`config.mk`:
```
export PLATFORM = sky130hd
export DESIGN_NAME = y_run_logger
export DESIGN_NICKNAME = d
export VERILOG_FILES = /design/src/rtl/y_run_logger.sv
export SDC_FILE = /design/constraint.sdc
export NUM_CORES = 1
export LEC_CHECK = 0
export ABC_AREA = 1
export CAP_MARGIN = 30
export CORE_MARGIN = 2
export CORE_UTILIZATION = 30
export DETAILED_ROUTE_END_ITERATION = 8
export PLACE_DENSITY_LB_ADDON = 0.08
export SLEW_MARGIN = 25
export SYNTH_ARGS = -nofsm -noshare
export SYNTH_HDL_FRONTEND = slang
export SYNTH_SLANG_ARGS = --single-unit
```
`constraint.sdc`:
```
create_clock -name clk -period 2.8 [get_ports clk]
set_clock_uncertainty 0.15 [all_clocks]
set_input_delay 0.56 -clock clk [delete_from_list [all_inputs] [get_ports clk]]
set_output_delay 0.56 -clock clk [all_outputs]
set_load 0.02 [all_outputs]
```
`src/rtl/y_run_logger.sv`:
```
// rtl/y_run_logger.sv - Logs {timestamp,length} records of each high run of Y into a small FIFO.
// Records drain over a valid/ready port; a run that completes while the FIFO is full is dropped and flagged.
module y_run_logger #(
  parameter int TS_W  = 8,
  parameter int LEN_W = 4,
  parameter int DEPTH = 4
) (
  input  logic                       clk,
  input  logic                       rst,
  input  logic                       Y,
  input  logic                       en,
  input  logic                       ovf_clr,
  input  logic                       evt_ready,
  output logic                       evt_valid,
  output logic [TS_W-1:0]            evt_ts,
  output logic [LEN_W-1:0]           evt_len,
  output logic [$clog2(DEPTH):0]     evt_cnt,
  output logic                       overflow
);
  localparam int PW = $clog2(DEPTH);
  localparam int CW = PW + 1;

  typedef enum logic [1:0] {S_IDLE, S_RUN, S_SKIP} state_t;

  state_t             state_q, state_d;
  logic [TS_W-1:0]    ts_cnt_q, ts_cnt_d;
  logic [TS_W-1:0]    run_ts_q, run_ts_d;
  logic [LEN_W-1:0]   run_len_q, run_len_d;
  logic [TS_W-1:0]    mem_ts_q  [DEPTH];
  logic [TS_W-1:0]    mem_ts_d  [DEPTH];
  logic [LEN_W-1:0]   mem_len_q [DEPTH];
  logic [LEN_W-1:0]   mem_len_d [DEPTH];
  logic [PW-1:0]      wr_ptr_q, wr_ptr_d, rd_ptr_q, rd_ptr_d;
  logic [CW-1:0]      cnt_q, cnt_d;
  logic               overflow_q, overflow_d;
  logic [TS_W-1:0]    last_ts_q, last_ts_d;
  logic [LEN_W-1:0]   last_len_q, last_len_d;
  logic               push_req, pop, full, do_push, drop;

  always_comb begin
    state_d   = state_q;
    run_ts_d  = run_ts_q;
    run_len_d = run_len_q;
    push_req  = 1'b0;
    ts_cnt_d  = ts_cnt_q + TS_W'(1);
    unique case (state_q)
      S_IDLE: begin
        if (Y && en) begin
          state_d   = S_RUN;
          run_ts_d  = ts_cnt_q;
          run_len_d = LEN_W'(1);
        end else if (Y) begin
          state_d = S_SKIP;
        end
      end
      S_SKIP: begin
        if (!Y) state_d = S_IDLE;
      end
      S_RUN: begin
        if (Y) begin
          if (run_len_q != '1) run_len_d = run_len_q + LEN_W'(1);
        end else begin
          push_req = 1'b1;
          state_d  = S_IDLE;
        end
      end
      default: state_d = S_IDLE;
    endcase
  end

  // A pop on the same edge frees a slot, so a push into a full FIFO still lands.
  always_comb begin
    evt_valid = (cnt_q != '0);
    full      = (cnt_q == CW'(DEPTH));
    pop       = evt_valid && evt_ready;
    do_push   = push_req && (!full || pop);
    drop      = push_req && full && !pop;

    mem_ts_d  = mem_ts_q;
    mem_len_d = mem_len_q;
    wr_ptr_d  = wr_ptr_q;
    rd_ptr_d  = rd_ptr_q;
    cnt_d     = cnt_q;
    if (do_push) begin
      mem_ts_d[wr_ptr_q]  = run_ts_q;
      mem_len_d[wr_ptr_q] = run_len_q;
      wr_ptr_d            = wr_ptr_q + PW'(1);
    end
    if (pop) rd_ptr_d = rd_ptr_q + PW'(1);
    unique case ({do_push, pop})
      2'b10:   cnt_d = cnt_q + CW'(1);
      2'b01:   cnt_d = cnt_q - CW'(1);
      default: cnt_d = cnt_q;
    endcase
    overflow_d = drop || (overflow_q && !ovf_clr);

    // Outputs freeze on the last head while empty rather than exposing stale slots.
    evt_ts     = evt_valid ? mem_ts_q[rd_ptr_q]  : last_ts_q;
    evt_len    = evt_valid ? mem_len_q[rd_ptr_q] : last_len_q;
    last_ts_d  = evt_ts;
    last_len_d = evt_len;
  end

  assign evt_cnt  = cnt_q;
  assign overflow = overflow_q;

  always_ff @(posedge clk or posedge rst) begin
    if (rst) begin
      state_q    <= S_IDLE;
      ts_cnt_q   <= '0;
      run_ts_q   <= '0;
      run_len_q  <= '0;
      wr_ptr_q   <= '0;
      rd_ptr_q   <= '0;
      cnt_q      <= '0;
      overflow_q <= 1'b0;
      last_ts_q  <= '0;
      last_len_q <= '0;
      for (int i = 0; i < DEPTH; i++) begin
        mem_ts_q[i]  <= '0;
        mem_len_q[i] <= '0;
      end
    end else begin
      state_q    <= state_d;
      ts_cnt_q   <= ts_cnt_d;
      run_ts_q   <= run_ts_d;
      run_len_q  <= run_len_d;
      wr_ptr_q   <= wr_ptr_d;
      rd_ptr_q   <= rd_ptr_d;
      cnt_q      <= cnt_d;
      overflow_q <= overflow_d;
      last_ts_q  <= last_ts_d;
      last_len_q <= last_len_d;
      for (int i = 0; i < DEPTH; i++) begin
        mem_ts_q[i]  <= mem_ts_d[i];
        mem_len_q[i] <= mem_len_d[i];
      end
    end
  end
endmodule

```
; ---- Word level (Yosys, flattened, before mapping)
; Cells that the tools add are included.
; Widths: inputs -> output; s select.
[classes]
muxes = 25
order_cmp = 3
n_eq_ne = 11
n_addsub = 6
reduce_logical = 20
n_bitwise = 2
[ops]
columns = op, n
row1 = $bwmux 32, 1
row2 = $mux 8, 4
row3 = $mux 4, 7
row4 = $bmux 8 s2, 1
row5 = $bwmux 16, 1
row6 = $demux 8 s2, 1
row7 = $add 8x1->8 const B, 1
row8 = $bmux 4 s2, 1
row9 = $demux 4 s2, 1
row10 = $ne 2x2->1 const B, 4
row11 = $pmux 4 s2, 1
row12 = $logic_and 1x1->1, 7
row13 = $ge 3x3->1 const B, 2
row14 = $mux 2, 3
row15 = $not 2->3, 2
row16 = $pmux 3 s2, 1
row17 = $add 2x1->2 const B, 2
row18 = $add 4x1->4 const B, 1
row19 = $eq 2x1->1 const B, 2
row20 = $eq 2x2->1 const B, 2
row21 = $ne 4x4->1 const B, 1
row22 = $pmux 2 s2, 1
row23 = $reduce_and 2->1, 2
row24 = $reduce_and 4->1, 1
row25 = 12 further kinds, 17
[totals]
regBits = 90
wordCells = 85
in_bits = 6
out_inout_bits = 17

; ---- Logic depth before layout (Yosys ltp)
; Gate-level depths: netlist of run 1.
[depth]
depth_word = 6
mapped_depth = 13
mapped_depth_nobuf = 12

; ---- Least setup slack after synthesis of run 1
; No wires, ideal clock.
[synth_timing]
path_kind = register to register
from = register state_q[0]
to = register cnt_q[2], in the netlist evt_cnt[2]
path_stages_with_launch = 13
setup_slack_ns = 0.593
arrival_ns = 1.978
period_less_slack_ns = 2.207
required_time_ns = 2.571
path_buffers = 1
setup_ns = 0.079
cell_sequence = dfrtp_1 -> ha_1 -> nand2_2 -> clkinv_4 -> buf_6 -> nand2_4 -> ha_1 -> inv_1 -> fa_1 -> nor2_1 -> nor2_1 -> nand2_1 -> xor2_1
[synth_via]
elab_chain_len = 5
elab_cells_between_ends = 7
classes_between = eq/ne: 3 / mux: 2 / reduce/logical: 2
[synth_lines]
columns = item, line
row1 = from (decl), 25  ; state_t state_q, state_d;
row2 = from (signal assigned), 124  ; state_q <= state_d;
row3 = $eq 2x1->1 (*), 46  ; unique case (state_q)
row4 = $mux 1 (*), 46
row5 = $logic_and 1x1->1 (*), 76  ; do_push = push_req && (!full || pop);
row6 = $eq 2x1->1 / $eq 2x2->1 (equally long branches), 90  ; unique case ({do_push, pop})
row7 = $pmux 3 s2 / $reduce_bool 2->1 (equally long branches), n/a
row8 = to (signal assigned), 130  ; cnt_q <= cnt_d;
row9 = to (decl), 34  ; logic [CW-1:0] cnt_q, cnt_d;
; Every way passes the cells marked *; elsewhere a longest branch is shown, timed or not.
; A chain may end at the register's enable or synchronous reset.

; ---- Worst setup path after layout of run 1
[layout_timing]
from = register cnt_q[1], in the netlist evt_cnt[1]
to = output port evt_valid
[layout_via]
elab_chain_len = 1
[layout_lines]
columns = item, line
row1 = $reduce_bool 3->1, 73  ; evt_valid = (cnt_q != '0);
row2 = to (decl), 14  ; output logic evt_valid,
; No other way between the ends.

==> impl_summary.md, run 1 <==
Run status
The run finished with clean final reports.

Critical path
Counting cells, the worst reg-to-reg path comes to 8. The worst path required time is roughly 2.1 ns. The startpoint of the most critical register-to-register path is state_q[1]. Data on the critical path arrives at its endpoint at around 1.9 ns. Following the worst setup path forward leads to its endpoint at evt_valid. The endpoint identified for the worst register-to-register timing path is mem_ts_q[17].

The worst setup path is launched from a register. The beginning of the critical path is evt_cnt[1]. For flop-to-flop paths, the worst setup slack is approximately 0.59 ns. In this run the worst path has a maximum fanout of 13. The endpoint class of the critical path is a primary output. The critical path class is reg -> out.

Logic synthesis
The number of nets in the synthesized netlist is 563. After synthesis the netlist holds a flip-flop and latch count of 90. In this run the cell area of the synthesized design comes to 4482 µm². The area fraction of the dominant cell type after synthesis is 0.5025.

The leading area contributor after synthesis is sky130_fd_sc_hd__dfrtp_1. For this run, the number of Yosys warnings is 0. The sequential share of the synthesized area is 0.5025. The synthesized area divided by synthesized cell count is 8.193 µm². Synthesis instantiated 22 different standard cells from the library. Ranked by total cell area, the synthesized netlist is headed by sky130_fd_sc_hd__dfrtp_1, sky130_fd_sc_hd__nand2_1, sky130_fd_sc_hd__nand4_1. In the synthesized netlist, the number of instances is 547.

Clock tree
The H-tree was split into 3 levels. The total clock buffers created by CTS is 9. The buffer type at the clock tree root is sky130_fd_sc_hd__clkbuf_16. For this design, the sink count on the clock tree is 90.

At the later pin of the worst-skew pair, clock insertion delay measures between 0.3 and 0.4 ns. Clock-pin slew was measured on the worst setup and hold paths at 0.07 ns. The number of buffers inserted for hold repair after clock tree synthesis is 0. The TritonCTS clock tree is done. The largest buffer count on any clock path is 2.

Global route
The via count of the first global-routing pass was around 3.6k. The first global-routing pass estimated ~19000 µm of wire. The global-route congestion overflow total is 0.

The initial antenna violation count is 0. Entering global routing, the biggest net connects 55 pins. Across every metal layer, demand over resource in global routing totals 0.1487.

Floorplanning
For this configuration, the core starts out at a cell density of 0.3072. The chip height is between 100 and 150 µm. The die covers 15930 µm². Pin placement for this block handled 23 I/O pins. The chip width is around 130 µm. Row generation in the floorplan step produced 44 rows. The core region is ~15000 µm².

Timing
At the pin with the least slew margin, the transition time is around 0.7 ns. Adding up every negative setup slack in the final design gives 0 ns. The maximum clock frequency is 0.3904 GHz. The worst hold slack across all endpoints is about 0.32 ns. Measured against its own limit, the worst slew margin works out to 0.5428. The number of max-slew violations in the final report is 0. Of the available clock period, the critical path in the final layout requires 0.9148.

The total of endpoints with negative setup slack in the final report is 0. Setup repair after global routing left no endpoint under its margin. The shortest clock period the worst path allows after layout is 2.561 ns. The count of endpoints failing hold in the final timing report is 0.

Placed design
The cell area after placement is about 4800 µm². Routability-driven placement finished with a final weighted congestion of ~0.75. The estimated wirelength of the detail-placed design is between 7000 and 8000 µm. In this run the tool buffered the top-level ports with 22 buffer cells.

Min path
The worst hold path was traced through 2 stages. The path category of the worst min-delay check is reg -> reg.

Drt
The count of nets left with antenna violations once routing finished came out at 0. The total DRC errors in the routed layout is 0. In the routed layout, each cell is associated on average with a via count of roughly 4.7. The total iterations of the first detailed-routing run is 5.

The routed layout has roughly 3.5k vias. The iteration-0 DRC count of the detailed router is ~190. The wire length per cell after detailed routing is approximately 15 µm. Wires add up to between 10000 and 15000 µm.

Finish
In the final layout, the share of cells above drive strength 1 is 0.08231. The final design utilization is 0.3588. Leaving out fill and tap cells, the most frequent cell in the layout is sky130_fd_sc_hd__nand2_1. The area growth from synthesis to final layout is 16.81%. After the last flow step, the layout net total stands at about 580. The post-route cell area is about 5200 µm². 0 antenna diodes ended up in the layout. In the layout the commonest cells are sky130_fd_sc_hd__nand2_1, sky130_fd_sc_hd__dfrtp_1, sky130_fd_sc_hd__nor2_1, sky130_fd_sc_hd__nand4_1, sky130_fd_sc_hd__inv_1.

Flow run
The reported max-cap violation count is 0.

Power
For this design the static power due to leakage is 2.834 nW. IR analysis of the VDD net gives a maximum drop of about 400 µV. The power per cell area is roughly 1100 nW/µm².
[repair_timing]
item	CTS	global route
gates resized for setup	5	13
gates cloned	0	0
setup endpoints to repair	9	12
setup buffers	0	5
[registers in the layout, indices dropped and copies added (netlist names)]
signal / count
state_q: 2
overflow: 1
mem_ts_q: 32
ts_cnt_q: 8
last_ts_q: 8
rd_ptr_q: 2
last_len_q: 4
evt_cnt: 3
mem_len_q: 16
run_ts_q: 8
run_len_q: 4
wr_ptr_q: 2
[area by class of cell]
class	count	area (µm²)
Timing Repair Buffer	40	421.7
Sequential cell	90	2253
Inverter	40	166.4
Tap cell	184	230.2
Multi-Input combinational cell	385	1868
Clock buffer	10	229.0
Fill cell	1512	9354
Clock inverter	6	66.31
[synthesized netlist by cell type]
master                       n
sky130_fd_sc_hd__nand2_1   204
sky130_fd_sc_hd__dfrtp_1    90
sky130_fd_sc_hd__nor2_1     57
sky130_fd_sc_hd__nand4_1    51
sky130_fd_sc_hd__inv_1      39
sky130_fd_sc_hd__nand3_1    22
sky130_fd_sc_hd__o21ai_0    21
sky130_fd_sc_hd__clkbuf_1   12
sky130_fd_sc_hd__buf_6      10
sky130_fd_sc_hd__buf_2       9
sky130_fd_sc_hd__ha_1        9
sky130_fd_sc_hd__xor2_1      8
sky130_fd_sc_hd__nand3_4     5
sky130_fd_sc_hd__xnor2_1     2
sky130_fd_sc_hd__a21oi_1     1
sky130_fd_sc_hd__buf_1       1
sky130_fd_sc_hd__clkinv_4    1
sky130_fd_sc_hd__fa_1        1
sky130_fd_sc_hd__nand2_2     1
sky130_fd_sc_hd__nand2_4     1
sky130_fd_sc_hd__nor2_4      1
sky130_fd_sc_hd__o22ai_2     1
[worst min path at each step]
stage	startpoint	to	slack [ns]
final	mem_ts_q[16]	mem_ts_q[16]	0.32
after global routing	mem_ts_q[15]	mem_ts_q[15]	0.34
after CTS	mem_ts_q[23]	mem_ts_q[23]	0.32
after detailed placement	mem_ts_q[16]	mem_ts_q[16]	0.30
after global placement	mem_ts_q[23]	mem_ts_q[23]	0.30
after floorplan	ts_cnt_q[0]	ts_cnt_q[0]	0.28
[power by group]
group	switching [mW]	internal (mW)
clock	0.532	0.694
sequential	0.297	1.67
combinational	1.60	0.928
total	2.43	3.30
[cell families (layout without fill, tap and decap cells)]
family,after synthesis,count (layout),share of synthesized area
simple gates,342,342,0.3403
flops,90,90,0.5025
buf+inv,72,96,0.08068
compound gates,23,23,0.02736
fa+ha+maj,10,10,0.02959
xor+xnor,10,10,0.01954
[stage by stage]
stage / setup slack (ns) / total power [mW] / std cells
after floorplan: 0.5929 / 3.585 / 547
after global placement: 0.1861 / 4.444 / 734
after detailed placement: 0.1710 / 4.470 / 734
after CTS: 0.009126 / 5.753 / 750
after global routing: 0.09811 / 6.231 / 755
final: 0.2385 / 5.724 / 755
[layer usage]
layer	vias up	routed length (µm)	track usage
met4	0	105	0.03297
met2	57	4934	0.2277
met5	-	0	0
met3	8	463	0.04503
li1	1791	-	-
met1	1660	5664	0.2082
[critical path: stages (launching register included)]
cell	delay [ns]
sky130_fd_sc_hd__dfrtp_1	0.43
sky130_fd_sc_hd__nor2_4	0.06
sky130_fd_sc_hd__nand2_1	0.33
sky130_fd_sc_hd__clkdlybuf4s50_1	0.69
(Power assumes the default switching activity.)
==> run 2: changes to the inputs <==
--- a/config.mk
+++ b/config.mk
@@ -11,6 +11,7 @@
 export CORE_UTILIZATION = 30
 export DETAILED_ROUTE_END_ITERATION = 8
 export PLACE_DENSITY_LB_ADDON = 0.08
+export RECOVER_POWER = 25
 export SLEW_MARGIN = 25
 export SYNTH_ARGS = -nofsm -noshare
 export SYNTH_HDL_FRONTEND = slang
==> run 2 against run 1 <==
Non-clock buffer count stayed put. Worst hold slack is essentially flat. Maximum frequency is 0.49% higher. Combinational power hardly changed. Global-route usage is the same. First-iteration DRC count rose by 19%. Sequential cell count did not move. Sequential power about the same. Clock power about the same. Critical path depth is the same. Via count grew 0.40%. Routed wire length about the same. Critical endpoint unchanged.
==> impl_summary.md, run 2 (synthesis results as in run 1) <==
Run status
The run finished with clean final reports.

Finish
The number of inserted diodes was 0 (unchanged). The most common library cell in the layout ignoring fill and taps is sky130_fd_sc_hd__nand2_1. The share of layout cells above drive strength 1 is 0.07881 (-0.003503). The area growth from synthesis to final layout is 16.50%. The register with the most flip-flops in the final layout is mem_ts_q.

The top cell types in the final layout, fill and taps aside, are sky130_fd_sc_hd__nand2_1, sky130_fd_sc_hd__dfrtp_1, sky130_fd_sc_hd__nor2_1, sky130_fd_sc_hd__nand4_1, sky130_fd_sc_hd__inv_1. The flip-flop count of the largest register after layout is 32 (unchanged). In the final layout, the registers with the most flip-flops are mem_ts_q: 32 flops, mem_len_q: 16 flops. The number of nets at the end of the flow is 582 (unchanged).

Floorplanning
The full die area is 15930 µm² (unchanged). The initial cell density of the core is 0.3072 (unchanged). The chip width is 126.2 µm (unchanged). The floorplan row count was 44 (unchanged). The chip height came to 126.2 µm (unchanged).

The area inside the core boundary was 14590 µm² (unchanged). The total I/O pin count is 23 (unchanged).

Power
The fraction of power spent switching nets was 0.4239 (about the same). The leakage power is 2.829 nW (-0.15%). The combinational cell fraction of total power is 0.441 (about the same). The highest ir drop seen on vdd was 402.6 µV (+0.44%). The net switching component of the power is 2.421 mW (-0.29%). The internal power component came to 3.291 mW (-0.14%).

The part of the power in the clock network is 0.215 (about the same). The power per cell area is 1094 nW/µm² (about the same). The share of power burned in registers was 0.344 (about the same).

Clock tree
The largest buffer count on any clock path is 2 (unchanged). The number of H-tree levels is 3 (unchanged). The total clock buffers created by CTS is 9 (unchanged).

The tree is rooted in a sky130_fd_sc_hd__clkbuf_16. The number of buffers inserted for hold repair after clock tree synthesis is 0 (unchanged). The clock insertion delay at the later pin of the skew report was 0.35 ns (about the same). The CTS clock-pin slew for the worst setup and hold paths is 0.07 ns (about the same).

The number of clock sinks is 90 (unchanged). TritonCTS built the clock tree.

Drt
The overall routed net length was 11160 µm (about the same). The total DRC errors in the routed layout is 0 (unchanged). The average via count per standard cell is 4.675 (+0.40%). The total vias in the final route was 3530 (+0.40%). The wire length per cell after detailed routing is 14.79 µm (about the same). The count of nets left with antenna violations after detail routing is 0 (unchanged). The iteration-0 DRC count of the detailed router is 222 (+19%). The total iterations of the first detailed-routing run is 5 (unchanged).

Critical path
The endpoint class of the critical path is a primary output. The worst path required time came to 2.09 ns (about the same). The critical path data arrival time is 1.84 ns (about the same). The slack of the worst reg-to-reg path came to 0.59 ns (about the same). The largest driver fanout on the critical path came to 13 (unchanged). STA classifies the critical path startpoint as a register.

The critical path is of the reg -> out type.

Flow run
The reported max-cap violation count is 0 (unchanged).

Timing
The share of the clock period used by the worst path after layout is 0.9103 (-0.004496). The transition at the pin with the smallest max-transition slack came to 1.397 ns (+0.7131 ns). The worst hold slack across all endpoints was 0.3169 ns (-0.0001830 ns). The count of endpoints failing hold in the final timing report came to 0 (unchanged). The shortest clock period the worst path allows after layout is 2.549 ns (-0.01259 ns).

The post-route setup TNS came to 0 ns (unchanged). The worst slew margin relative to its limit is 0.06324 (-0.4796). The number of max-slew violations in the final report is 0 (unchanged). The total of endpoints with negative setup slack in the final report is 0 (unchanged). Setup repair after global routing left no endpoint under its margin. The setup slack after layout came to 0.2511 ns (+0.01259 ns). The maximum clock frequency is 0.3923 GHz (+0.49%).

Global route
The wire length of the first global-routing pass is 18770 µm (unchanged). The combined global-route utilization of all metal layers is 0.1487 (unchanged). The initial antenna violation count is 0 (unchanged). The pin count of the biggest net entering global routing is 55 (unchanged).

The via count of the first global-routing pass is 3567 (unchanged). The global-route congestion overflow total came to 0 (unchanged).

Min path
The path category of the worst min-delay check is reg -> reg.

Placed design
The post-place setup slack is 0.1710 ns (unchanged). The final weighted congestion in routability-driven placement is 0.7517 (unchanged). The number of buffer cells added on primary ports is 22 (unchanged). The estimated wirelength of the detail-placed design is 7251 µm (unchanged).
[run 2: changes by cell type in the layout (fill, tap and decap cells not counted), sizes merged]
cell	delta
buf	-1
dlygate4sd3	+1
clkbuf	+1
clkdlybuf4s50	-1
[run 2: critical path, cell delays in order (launching register included)]
cell and delay [ns]:
sky130_fd_sc_hd__dfrtp_1 0.40, sky130_fd_sc_hd__inv_1 0.07, sky130_fd_sc_hd__nand2_1 0.33, sky130_fd_sc_hd__clkdlybuf4s50_1 0.68
[run 2: per-layer routing]
| metal | wire length (µm) | vias up | global-route usage |
|---|---|---|---|
| li1 | - | 1789 | - |
| met1 | 5594 | 1673 | 0.2082 |
| met2 | 4949 | 60 | 0.2277 |
| met3 | 514 | 8 | 0.04503 |
| met4 | 105 | 0 | 0.03297 |
| met5 | 0 | - | 0 |
[run 2: final cells by class]
type	count	area, µm²
inverter	40	163.9
clock inverter	6	66.31
sequential	90	2253
timing repair buffer	40	417.9
multi-input combinational	385	1861
clock buffer	10	229.0
fill	1513	9368
tap	184	230.2
[run 2: path summary, 6_finish.rpt]
kind / depth (start not counted) / startpoint / end
max reg2reg: 8 / state_q[1] / mem_ts_q[17]
min in group asynchronous: 2 / rst / evt_cnt[1]
max in group asynchronous: 3 / rst / wr_ptr_q[1]
min: 2 / mem_ts_q[16] / mem_ts_q[16]
max: 3 / evt_cnt[2] / evt_valid
min reg2reg: 2 / mem_ts_q[16] / mem_ts_q[16]
[run 2: stage by stage]
step	power, mW	util	cells	instance area (µm²)
final	5.712	0.3579	755	5221
after global routing	6.218	0.3579	755	5221
after CTS	5.753	0.3531	750	5151
after detailed placement	4.470	0.3317	734	4840
after global placement	4.444	0.3317	734	4840
after floorplan	3.585	-	547	4486
[run 2: timing repair]
action                     4_1_cts  5_1_grt
pin swaps                        0        0
setup endpoints to repair        9       12
resized for setup                5       13
setup buffers                    0        5
[run 2: power groups by stage]
stage	sequential, mW	combinational, mW	clock, mW
global placement	1.97	2.47	0
global route	2.02	2.86	1.33
finish	1.97	2.52	1.23
detailed placement	1.98	2.49	0
floorplan	1.91	1.68	0
CTS	1.97	2.52	1.27
==> run 3: changes to the inputs <==
--- a/config.mk
+++ b/config.mk
@@ -10,6 +10,7 @@
 export CORE_MARGIN = 2
 export CORE_UTILIZATION = 30
 export DETAILED_ROUTE_END_ITERATION = 8
+export MAX_ROUTING_LAYER = met4
 export PLACE_DENSITY_LB_ADDON = 0.08
 export RECOVER_POWER = 25
 export SLEW_MARGIN = 25
==> run 3 against run 2 <==
Total power barely moved. Die area did not move. Routed wire length fell by 0.63%. Clock power barely moved. Non-clock buffer count did not move. Clock-buffer cell count did not move. Largest cell class unchanged.
==> impl_summary.md, run 3 (synthesis results as in run 1) <==
Power
The fraction of power spent switching nets was 0.4236 (about the same). The highest ir drop seen on vdd was 402.2 µV (-0.10%). The power per cell area is 1094 nW/µm² (about the same). The leakage power is 2.829 nW (unchanged). The share of power burned in registers is 0.344 (about the same). The net switching component of the power is 2.419 mW (about the same). The part of the power in the clock network is 0.215 (about the same). The combinational cell fraction of total power came to 0.441 (about the same). The internal power component is 3.291 mW (about the same).

Global route
The via count of the first global-routing pass is 3557 (-0.28%). The global-route congestion overflow total is 0 (unchanged). The pin count of the biggest net entering global routing came to 55 (unchanged). The initial antenna violation count is 0 (unchanged). The combined global-route utilization of all metal layers is 0.1529 (+0.004178).

The wire length of the first global-routing pass is 18800 µm (+0.11%).

Timing
The count of endpoints failing hold in the final timing report is 0 (unchanged). The worst slew margin relative to its limit is 0.05753 (-0.005706). The maximum clock frequency is 0.3927 GHz (about the same). The setup slack after layout came to 0.2533 ns (+0.002211 ns). The transition at the pin with the smallest max-transition slack is 1.406 ns (+0.008512 ns). The total of endpoints with negative setup slack in the final report is 0 (unchanged). The post-route setup TNS is 0 ns (unchanged). Setup repair after global routing left no endpoint under its margin. The number of max-slew violations in the final report came to 0 (unchanged). The shortest clock period the worst path allows after layout was 2.547 ns (-0.002211 ns). The share of the clock period used by the worst path after layout is 0.9095 (about the same).

Floorplanning
The full die area is 15930 µm² (unchanged). The initial cell density of the core is 0.3072 (unchanged). The area inside the core boundary is 14590 µm² (unchanged). The floorplan row count is 44 (unchanged). The chip width is 126.2 µm (unchanged). The chip height is 126.2 µm (unchanged). The total I/O pin count is 23 (unchanged).

Clock tree
The number of H-tree levels is 3 (unchanged). The clock insertion delay at the later pin of the skew report is 0.35 ns (about the same). The number of clock sinks is 90 (unchanged). The largest buffer count on any clock path was 2 (unchanged). The TritonCTS clock tree is done. The buffer type at the clock tree root is sky130_fd_sc_hd__clkbuf_16. The total clock buffers created by CTS is 9 (unchanged). The CTS clock-pin slew for the worst setup and hold paths was 0.07 ns (about the same).

Critical path
The termination of the worst setup path is evt_valid. The cell with the largest stage delay on the worst path is sky130_fd_sc_hd__clkdlybuf4s50_1. The worst setup path is captured at a primary output. The worst path required time is 2.09 ns (about the same).

The startpoint of the most critical register-to-register path is state_q[1]. The slack of the worst reg-to-reg path is 0.60 ns (about the same). The beginning of the critical path is evt_cnt[2].

The largest driver fanout on the critical path is 13 (unchanged). In this run the critical register-to-register path is captured at mem_ts_q[17]. The path depth of the worst reg2reg path is 8 (unchanged).

By startpoint and endpoint, the worst setup path is classified as reg -> out. The critical path goes through inv_1, nand2_1, clkdlybuf4s50_1. The critical path data arrival time is 1.84 ns (about the same). The highest cell delay on the worst timing path came to 0.69 ns (about the same). The sort of element at the start of the critical path is a register.

Finish
The area growth from synthesis to final layout was 16.50% (unchanged). The register with the most flip-flops is mem_ts_q. The number of inserted diodes is 0 (unchanged). The number of nets at the end of the flow came to 582 (unchanged). The top cell types in the final layout, fill and taps aside, are sky130_fd_sc_hd__nand2_1, sky130_fd_sc_hd__dfrtp_1, sky130_fd_sc_hd__nor2_1, sky130_fd_sc_hd__nand4_1, sky130_fd_sc_hd__inv_1. The layout filler cell count is 1513 (unchanged).

The area occupied by multi-input gates was 1861 µm² (unchanged). The largest registers in the layout are mem_ts_q: 32 flops, mem_len_q: 16 flops. The most common library cell in the layout ignoring fill and taps is sky130_fd_sc_hd__nand2_1. The share of layout cells above drive strength 1 is 0.07881 (unchanged). The flip-flop count of the largest register after layout is 32 (unchanged). The area taken by flip-flops and latches is 2253 µm² (unchanged).

Flow run
The reported max-cap violation count is 0 (unchanged).

Placed design
The number of buffer cells added on primary ports is 22 (unchanged). The post-place setup slack is 0.1710 ns (unchanged). The estimated wirelength of the detail-placed design is 7251 µm (unchanged).

The final weighted congestion in routability-driven placement came to 0.7613 (+1.3%).

Drt
The iteration-0 DRC count of the detailed router is 199 (-10%). The count of nets left with antenna violations after detail routing was 0 (unchanged). The total vias in the final route was 3543 (+0.37%). The overall routed net length was 11090 µm (-0.63%). The average via count per standard cell is 4.693 (+0.37%). The total iterations of the first detailed-routing run is 5 (unchanged). The wire length per cell after detailed routing came to 14.69 µm (-0.63%). The total DRC errors in the routed layout is 0 (unchanged).

Min path
The path category of the worst min-delay check is reg -> reg.

Run status
The run finished with clean final reports.
run 3: metal layers:
layer / routed length (µm) / GRT usage / share of wire / up-vias
met4: 121 / 0.04266 / 0.011 / 0
met2: 4987 / 0.2299 / 0.45 / 72
met1: 5452 / 0.2064 / 0.49 / 1674
li1: - / - / - / 1789
met3: 534 / 0.03738 / 0.048 / 8
met5: 0 / - / 0 / -
run 3: critical path, delay by kind of cell, from the launching register on:
kind          cells  cell delay, ns
simple gates      1            0.33
flops             1            0.40
buf+inv           2            0.76
run 3: timing repair:
item,4_1_cts,5_1_grt
hold endpoints to repair,0,0
endpoints found under the setup margin,9,12
buffers inserted,0,5
resized for setup,5,13
hold buffers,0,0
run 3: through the flow:
stage	cell area, µm²	power, mW	utilization	std cells	hold WS [ns]
detailed placement	4840	4.470	0.3317	734	0.3036
CTS	5151	5.753	0.3531	750	0.3202
global placement	4840	4.444	0.3317	734	0.3012
finish	5221	5.710	0.3579	755	0.3164
global route	5221	6.215	0.3579	755	0.3379
floorplan	4486	3.585	-	547	0.2837
run 3: power groups by stage:
stage / logic, mW / clock network [mW] / registers [mW]
floorplan: 1.68 / 0 / 1.91
global placement: 2.47 / 0 / 1.97
detailed placement: 2.49 / 0 / 1.98
CTS: 2.52 / 1.27 / 1.97
global route: 2.86 / 1.33 / 2.02
finish: 2.52 / 1.23 / 1.96
run 3: area by class of cell:
type	instances	share of cell area
timing repair buffer	40	0.08004
inverter	40	0.03139
multi-input combinational	385	0.3563
tap	184	0.04409
clock buffer	10	0.04385
sequential	90	0.4316
clock inverter	6	0.01270
run 3: how the worst min path moves through the flow:
stage                       from      endpoint  slack, ns  depth (start not counted)
floorplan            ts_cnt_q[0]   ts_cnt_q[0]       0.28                          1
global placement    mem_ts_q[23]  mem_ts_q[23]       0.30                          2
detailed placement  mem_ts_q[16]  mem_ts_q[16]       0.30                          2
CTS                 mem_ts_q[23]  mem_ts_q[23]       0.32                          2
global route        mem_ts_q[15]  mem_ts_q[15]       0.34                          2
finish              mem_ts_q[16]  mem_ts_q[16]       0.32                          2
